===== src/rtl/rca_seq_ctrl_if.sv =====
// Operand/result handshake bundle for rca_seq_ctrl.
// RCA_SEQ_SUB_EN adds the in_sub request bit.
interface rca_seq_ctrl_if #(
    parameter int unsigned NCHUNK = 4
);
    localparam int unsigned W = 3 * NCHUNK;

    logic         in_valid;
    logic         in_ready;
    logic [W-1:0] in_a;
    logic [W-1:0] in_b;
    logic         in_cin;
`ifdef RCA_SEQ_SUB_EN
    logic         in_sub;
`endif
    logic         out_valid;
    logic         out_ready;
    logic [W-1:0] out_sum;
    logic         out_cout;
    logic         busy;

`ifdef RCA_SEQ_SUB_EN
    modport master (
        output in_valid, in_a, in_b, in_cin, in_sub, out_ready,
        input  in_ready, out_valid, out_sum, out_cout, busy
    );
    modport slave (
        input  in_valid, in_a, in_b, in_cin, in_sub, out_ready,
        output in_ready, out_valid, out_sum, out_cout, busy
    );
`else
    modport master (
        output in_valid, in_a, in_b, in_cin, out_ready,
        input  in_ready, out_valid, out_sum, out_cout, busy
    );
    modport slave (
        input  in_valid, in_a, in_b, in_cin, out_ready,
        output in_ready, out_valid, out_sum, out_cout, busy
    );
`endif
endinterface


===== src/rtl/rca_seq_ctrl.sv =====
// Chunk-serial adder: one 3-bit ripple-carry adder stepped LSB-first across NCHUNK slices.
// Optional subtract mode is enabled by defining RCA_SEQ_SUB_EN.
module rca (
    input  logic [2:0] a_i,
    input  logic [2:0] b_i,
    input  logic       cin_i,
    output logic [2:0] sum_o,
    output logic       cout_o
);
    logic [3:0] c;

    always_comb begin
        c     = '0;
        sum_o = '0;
        c[0]  = cin_i;
        for (int unsigned i = 0; i < 3; i++) begin
            sum_o[i] = a_i[i] ^ b_i[i] ^ c[i];
            c[i+1]   = (a_i[i] & b_i[i]) | (c[i] & (a_i[i] ^ b_i[i]));
        end
        cout_o = c[3];
    end
endmodule

module rca_seq_ctrl #(
    parameter int unsigned NCHUNK = 4
) (
    input  logic          clk,
    input  logic          rst_n,
    rca_seq_ctrl_if.slave bus
);
    localparam int unsigned W    = 3 * NCHUNK;
    localparam int unsigned IDXW = (NCHUNK > 1) ? $clog2(NCHUNK) : 1;
    localparam logic [IDXW-1:0] LAST = IDXW'(NCHUNK - 1);

    typedef enum logic [1:0] {IDLE, RUN, DONE} state_t;

    state_t          state_q;
    logic [W-1:0]    opa_q;
    logic [W-1:0]    opb_q;
    logic [IDXW-1:0] idx_q;
    logic            carry_q;
    logic [W-1:0]    sum_q;
    logic            cout_q;
`ifdef RCA_SEQ_SUB_EN
    logic            sub_q;
`endif

    int unsigned     base;
    logic [2:0]      slice_a;
    logic [2:0]      slice_b;
    logic [2:0]      slice_sum;
    logic            slice_cout;

    always_comb begin
        base    = 3 * int'(idx_q);
        slice_a = opa_q[base +: 3];
`ifdef RCA_SEQ_SUB_EN
        slice_b = opb_q[base +: 3] ^ {3{sub_q}};
`else
        slice_b = opb_q[base +: 3];
`endif
    end

    rca u_rca (
        .a_i    (slice_a),
        .b_i    (slice_b),
        .cin_i  (carry_q),
        .sum_o  (slice_sum),
        .cout_o (slice_cout)
    );

    always_ff @(posedge clk or negedge rst_n) begin
        if (!rst_n) begin
            state_q <= IDLE;
            opa_q   <= '0;
            opb_q   <= '0;
            idx_q   <= '0;
            carry_q <= 1'b0;
            sum_q   <= '0;
            cout_q  <= 1'b0;
`ifdef RCA_SEQ_SUB_EN
            sub_q   <= 1'b0;
`endif
        end else begin
            case (state_q)
                IDLE: begin
                    if (bus.in_valid) begin
                        opa_q   <= bus.in_a;
                        opb_q   <= bus.in_b;
                        idx_q   <= '0;
                        sum_q   <= '0;
`ifdef RCA_SEQ_SUB_EN
                        // Subtract = a + ~b + 1: the +1 rides in as the slice-0 carry.
                        sub_q   <= bus.in_sub;
                        carry_q <= bus.in_sub | bus.in_cin & ~bus.in_sub;
`else
                        carry_q <= bus.in_cin;
`endif
                        state_q <= RUN;
                    end
                end
                RUN: begin
                    sum_q[base +: 3] <= slice_sum;
                    carry_q          <= slice_cout;
                    if (idx_q == LAST) begin
                        cout_q  <= slice_cout;
                        idx_q   <= '0;
                        state_q <= DONE;
                    end else begin
                        idx_q <= idx_q + 1'b1;
                    end
                end
                DONE: begin
                    if (bus.out_ready) state_q <= IDLE;
                end
                default: state_q <= IDLE;
            endcase
        end
    end

    assign bus.in_ready  = (state_q == IDLE);
    assign bus.out_valid = (state_q == DONE);
    assign bus.busy      = (state_q != IDLE);
    assign bus.out_sum   = sum_q;
    assign bus.out_cout  = cout_q;
endmodule

===== src/flat_wrapper.sv =====
// flat-port wrapper written by rule: the top's interface ports become plain ports
module rca_seq_ctrl_flat 
#(
    parameter int unsigned NCHUNK = 4
)
  (clk, rst_n, bus_in_valid, bus_in_a, bus_in_b, bus_in_cin, bus_out_ready, bus_in_ready, bus_out_valid, bus_out_sum, bus_out_cout, bus_busy);
  rca_seq_ctrl_if #(.NCHUNK(NCHUNK)) bus_i ();
  input  logic clk;
  input  logic rst_n;
  input wire logic [$bits(bus_i.in_valid)-1:0] bus_in_valid;
  input wire logic [$bits(bus_i.in_a)-1:0] bus_in_a;
  input wire logic [$bits(bus_i.in_b)-1:0] bus_in_b;
  input wire logic [$bits(bus_i.in_cin)-1:0] bus_in_cin;
  input wire logic [$bits(bus_i.out_ready)-1:0] bus_out_ready;
  output wire logic [$bits(bus_i.in_ready)-1:0] bus_in_ready;
  output wire logic [$bits(bus_i.out_valid)-1:0] bus_out_valid;
  output wire logic [$bits(bus_i.out_sum)-1:0] bus_out_sum;
  output wire logic [$bits(bus_i.out_cout)-1:0] bus_out_cout;
  output wire logic [$bits(bus_i.busy)-1:0] bus_busy;
  assign bus_i.in_valid = bus_in_valid;
  assign bus_i.in_a = bus_in_a;
  assign bus_i.in_b = bus_in_b;
  assign bus_i.in_cin = bus_in_cin;
  assign bus_i.out_ready = bus_out_ready;
  assign bus_in_ready = bus_i.in_ready;
  assign bus_out_valid = bus_i.out_valid;
  assign bus_out_sum = bus_i.out_sum;
  assign bus_out_cout = bus_i.out_cout;
  assign bus_busy = bus_i.busy;
  rca_seq_ctrl #(.NCHUNK(NCHUNK)) u_core (.clk(clk), .rst_n(rst_n), .bus(bus_i));
endmodule

===== config.mk =====
export PLATFORM = sky130hd
export DESIGN_NAME = rca_seq_ctrl_flat
export DESIGN_NICKNAME = d
export VERILOG_FILES = /design/src/rtl/rca_seq_ctrl_if.sv /design/src/rtl/rca_seq_ctrl.sv /design/src/flat_wrapper.sv
export SDC_FILE = /design/constraint.sdc
export NUM_CORES = 1
export LEC_CHECK = 0
export CORE_MARGIN = 10
export CORE_UTILIZATION = 45
export CTS_CLUSTER_SIZE = 12
export DETAILED_ROUTE_END_ITERATION = 6
export HOLD_SLACK_MARGIN = 0.1
export PLACE_DENSITY = 0.75
export SYNTH_ARGS = -nofsm -noshare
export SYNTH_HDL_FRONTEND = slang
export SYNTH_SLANG_ARGS = --single-unit

===== constraint.sdc =====
create_clock -name clk -period 2.65 [get_ports clk]
set_clock_uncertainty 0.1 [all_clocks]
set_input_delay 0.53 -clock clk [delete_from_list [all_inputs] [get_ports clk]]
set_output_delay 0.53 -clock clk [all_outputs]
set_load 0.02 [all_outputs]

==> impl_metrics.env, run 1 <==
export IMPL_run_status="complete, no violations"
export IMPL_grt_usage_pct=11.32
export IMPL_synth_seq_area_share_pct=51.16
export IMPL_clk_pin_slew_ns=0.08
export IMPL_placed_cell_area_sq_um=2505
export IMPL_initial_utilization_pct=46.86
export IMPL_required_time_reported_for_the_critical_path_endpoint_ns=2.72
export IMPL_design_final_nets=221
export IMPL_chipWidth_um=87.57
export IMPL_report_final_setup_viol=0
export IMPL_cts_post_setup_buffers_inserted=0
export IMPL_sequential_cell_area_sq_um=1051
export IMPL_later_pin_clock_latency_in_the_skew_report_ns=0.29
export IMPL_detailedPlace_worstSlack_ns=0.07129
export IMPL_worstHoldPathType="in -> async"
export IMPL_gp_congestion=0.8293
export IMPL_floorplan_rows=24
export IMPL_rsz0062_at_grt="no"
export IMPL_worstMarginPinSlew_ns=0.8981
export IMPL_route_detailed_vias_per_inst=5.303
export IMPL_cap_viol_max_count=0
export IMPL_period_needed_ns=2.521
export IMPL_grt_pass1_wl_mm=6.886
export IMPL_setup_worst_path_start="u_core.idx_q[0]"
export IMPL_worst_r2r_startpoint="u_core.idx_q[0]"
export IMPL_drt_drc_violations_left=0
export IMPL_ys_ff_latch=42
export IMPL_cpPeakStageDelay_ns=0.54
export IMPL_clk_path_buf_depth=2
export IMPL_postRouteAntennaNets=0
export IMPL_cts_root_buffer="clkbuf_8"
export IMPL_syn_cell_area_sq_um=2054
export IMPL_tritoncts_num_sinks=42
export IMPL_finish_instance_area_sq_um=2599
export IMPL_avgSynthCellArea_sq_um=14.89
export IMPL_start_kind="flip-flop"
export IMPL_drt_wl_total_mm=4.095
export IMPL_ctsResizeCount=0
export IMPL_post_synth_inst_count=138
export IMPL_fmax_mhz=396.6
export IMPL_core_sq_um=4384
export IMPL_arrival_ns=2.59
export IMPL_drv_slew=0
export IMPL_total_leakage_power_nw=1.139
export IMPL_endpoint_kind="flip-flop"
export IMPL_numCtsBuffers=5
export IMPL_power_density_nw_per_um2=1258
export IMPL_critical_path_slowest_cell="mux4_2"
export IMPL_worstSetupPathType="reg -> reg"
export IMPL_total_number_of_vias=1262
export IMPL_syn_nets=174
export IMPL_drt_iter0_drc=117
export IMPL_fin_hold_ws_ns=0.2632
export IMPL_largest_vdd_supply_drop_v=0.0005618
export IMPL_cts_tree="built"
export IMPL_synth_distinct_cells=30
export IMPL_first_global_vias=1410
export IMPL_number_of_antenna_violations_at_the_first_check_in_global_routing=0
export IMPL_die_area_sq_um=7669
export IMPL_pnr_worst_setup_slack_ns=0.1288
export IMPL_postCtsHoldBufs=0
export IMPL_finalHoldViolCount=0
export IMPL_drt_first_pass_iters=4
export IMPL_critPathMaxFanout=4
export IMPL_finalCritPeriodShare_pct=95.14
export IMPL_globalRoute_totalOverflow=0
export IMPL_routedWlPerCell_um=17.21
export IMPL_boundaryPins=45
export IMPL_place_port_buffers=44
export IMPL_die_h_um=87.57
export IMPL_htree_num_levels=2
export IMPL_timing_max_slew_rel_slack_pct=40.13
export IMPL_crit_path_cell_trace="mux4_2, fa_1, inv_1, fa_1, inv_1, fa_2, a22o_1"
export IMPL_ys_warn_count=0
export IMPL_multi_input_area_sq_um=907.1
export IMPL_fill_cells=340
export IMPL_areaGrowthSynthToFinish_pct=26.49
export IMPL_fin_tns_setup_ns=0
export IMPL_report_power_total_w=0.003269
export IMPL_antenna_cells=0
export IMPL_detailedPlacementHpwl_mm=3.277
export IMPL_grt_start_max_net_pins=43
export IMPL_layout_drive_gt1_share_pct=24.73
## cells in the mapped netlist
library cell | n | area, sq um
a22o_1 | 12 | 105.1
a22oi_1 | 1 | 7.510
a32o_1 | 1 | 10.01
and2_1 | 4 | 25.02
and2_4 | 1 | 8.760
buf_12 | 2 | 40.04
buf_2 | 2 | 10.01
buf_6 | 1 | 11.26
clkbuf_1 | 1 | 3.750
dfrtp_1 | 42 | 1051
fa_1 | 3 | 60.06
ha_1 | 4 | 50.05
inv_1 | 8 | 30.03
inv_2 | 1 | 3.750
mux2_2 | 5 | 56.30
mux2_4 | 20 | 300.3
mux4_2 | 6 | 135.1
nand2_1 | 4 | 15.01
nand2b_1 | 2 | 12.51
nand3b_1 | 1 | 7.510
nor2_1 | 1 | 3.750
nor2b_1 | 2 | 12.51
nor3_1 | 2 | 10.01
nor4_1 | 1 | 6.260
nor4b_2 | 1 | 15.01
o21a_1 | 1 | 7.510
o21ai_0 | 5 | 25.02
o21bai_1 | 1 | 7.510
o31ai_1 | 2 | 15.01
or2_4 | 1 | 8.760
## cells in the final DEF (no fill, tap or decap)
cell,netlist,layout
dfrtp_1,42,42
a22o_1,12,12
clkbuf_1,1,1
fa_1,3,2
buf_2,2,1
o21ai_0,5,5
nand2_1,4,4
fa_2,0,1
mux4_2,6,6
clkinv_2,0,1
and2_4,1,1
inv_2,1,1
inv_1,8,8
nor2b_1,2,2
or2_4,1,1
ha_1,4,4
buf_4,0,2
clkdlybuf4s50_1,0,43
o21bai_1,1,1
nand2b_1,2,2
mux2_2,5,5
nor4b_2,1,1
mux2_4,20,20
nand3b_1,1,1
a32o_1,1,1
clkbuf_8,0,6
nor4_1,1,1
o31ai_1,2,2
o21a_1,1,1
and2_1,4,4
nor2_1,1,1
a22oi_1,1,1
nor3_1,2,2
## sequential cells by signal, indices dropped and copies added (netlist names)
name,cells
u_core.opa_q,12
u_core.carry_q,1
u_core.idx_q,2
u_core.state_q,2
u_core.bus.out_cout,1
u_core.bus.out_sum,12
u_core.opb_q,12
## through the flow
step | instances | utilization [%]
5_1_grt | 238 | 59.28
3_3_place_gp | 230 | 57.13
2_1_floorplan | 138 | -
3_5_place_dp | 230 | 57.13
6_report | 238 | 59.28
4_1_cts | 238 | 59.22
## critical path: cells and delay by family (launching register included)
kind,cells,cell delay [ns]
compound gates,1,0.22
fa+ha+maj,3,1.01
buf+inv,2,0.12
flops,1,0.42
mux,1,0.54
## power by group
group / internal, W / switching (W) / total [W]
clock network: 0.000210 / 0.000201 / 0.000411
registers: 0.000927 / 0.000201 / 0.00113
logic: 0.000934 / 0.000796 / 0.00173
total: 0.00207 / 0.00120 / 0.00327
## metal layers
layer	vias to the layer above	global-route usage, %	share of wire, %
met5	-	0	0
met4	0	4.493	1.5
met3	7	3.993	6.8
met2	36	18.85	48
met1	629	12.99	44
li1	590	-	-
## cell type report
type | count | share of cell area (%)
multi-input combinational | 81 | 34.91
sequential | 42 | 40.44
timing repair buffer | 46 | 17.33
clock inverter | 1 | 0.1926
clock buffer | 7 | 3.322
inverter | 9 | 1.300
tap | 52 | 2.504
## kinds of logic (layout without fill, tap and decap cells)
| logic type | count (synthesis) | count (layout) | share of synthesized area, % |
|---|---|---|---|
| multiplexers | 31 | 31 | 23.93 |
| adder cells (fa/ha/maj) | 7 | 7 | 5.360 |
| AND/OR/NAND/NOR | 20 | 20 | 6.090 |
| flip-flops | 42 | 42 | 51.16 |
| buffers and inverters | 15 | 63 | 4.811 |
| AO/OA/AOI/OAI | 23 | 23 | 8.648 |
## final timing paths
kind                                         end  slack (ns)  cells past startpoint
max                        u_core.bus.out_sum[5]        0.13                      7
min                        u_core.bus.out_sum[1]        0.26                      1
max reg2reg                u_core.bus.out_sum[5]        0.13                      7
min reg2reg                u_core.bus.out_sum[8]        0.41                      1
max in group asynchronous  u_core.bus.out_sum[9]        1.63                      1
min in group clk           u_core.bus.out_sum[8]        0.41                      1
Power figures use the tool's default switching activity.
==> run 2, diff against run 1 <==
- HOLD_SLACK_MARGIN: 0.1 -> unset
==> results of run 2 <==
Same layout as run 1: the final DEF is identical, and so are final timing and power.
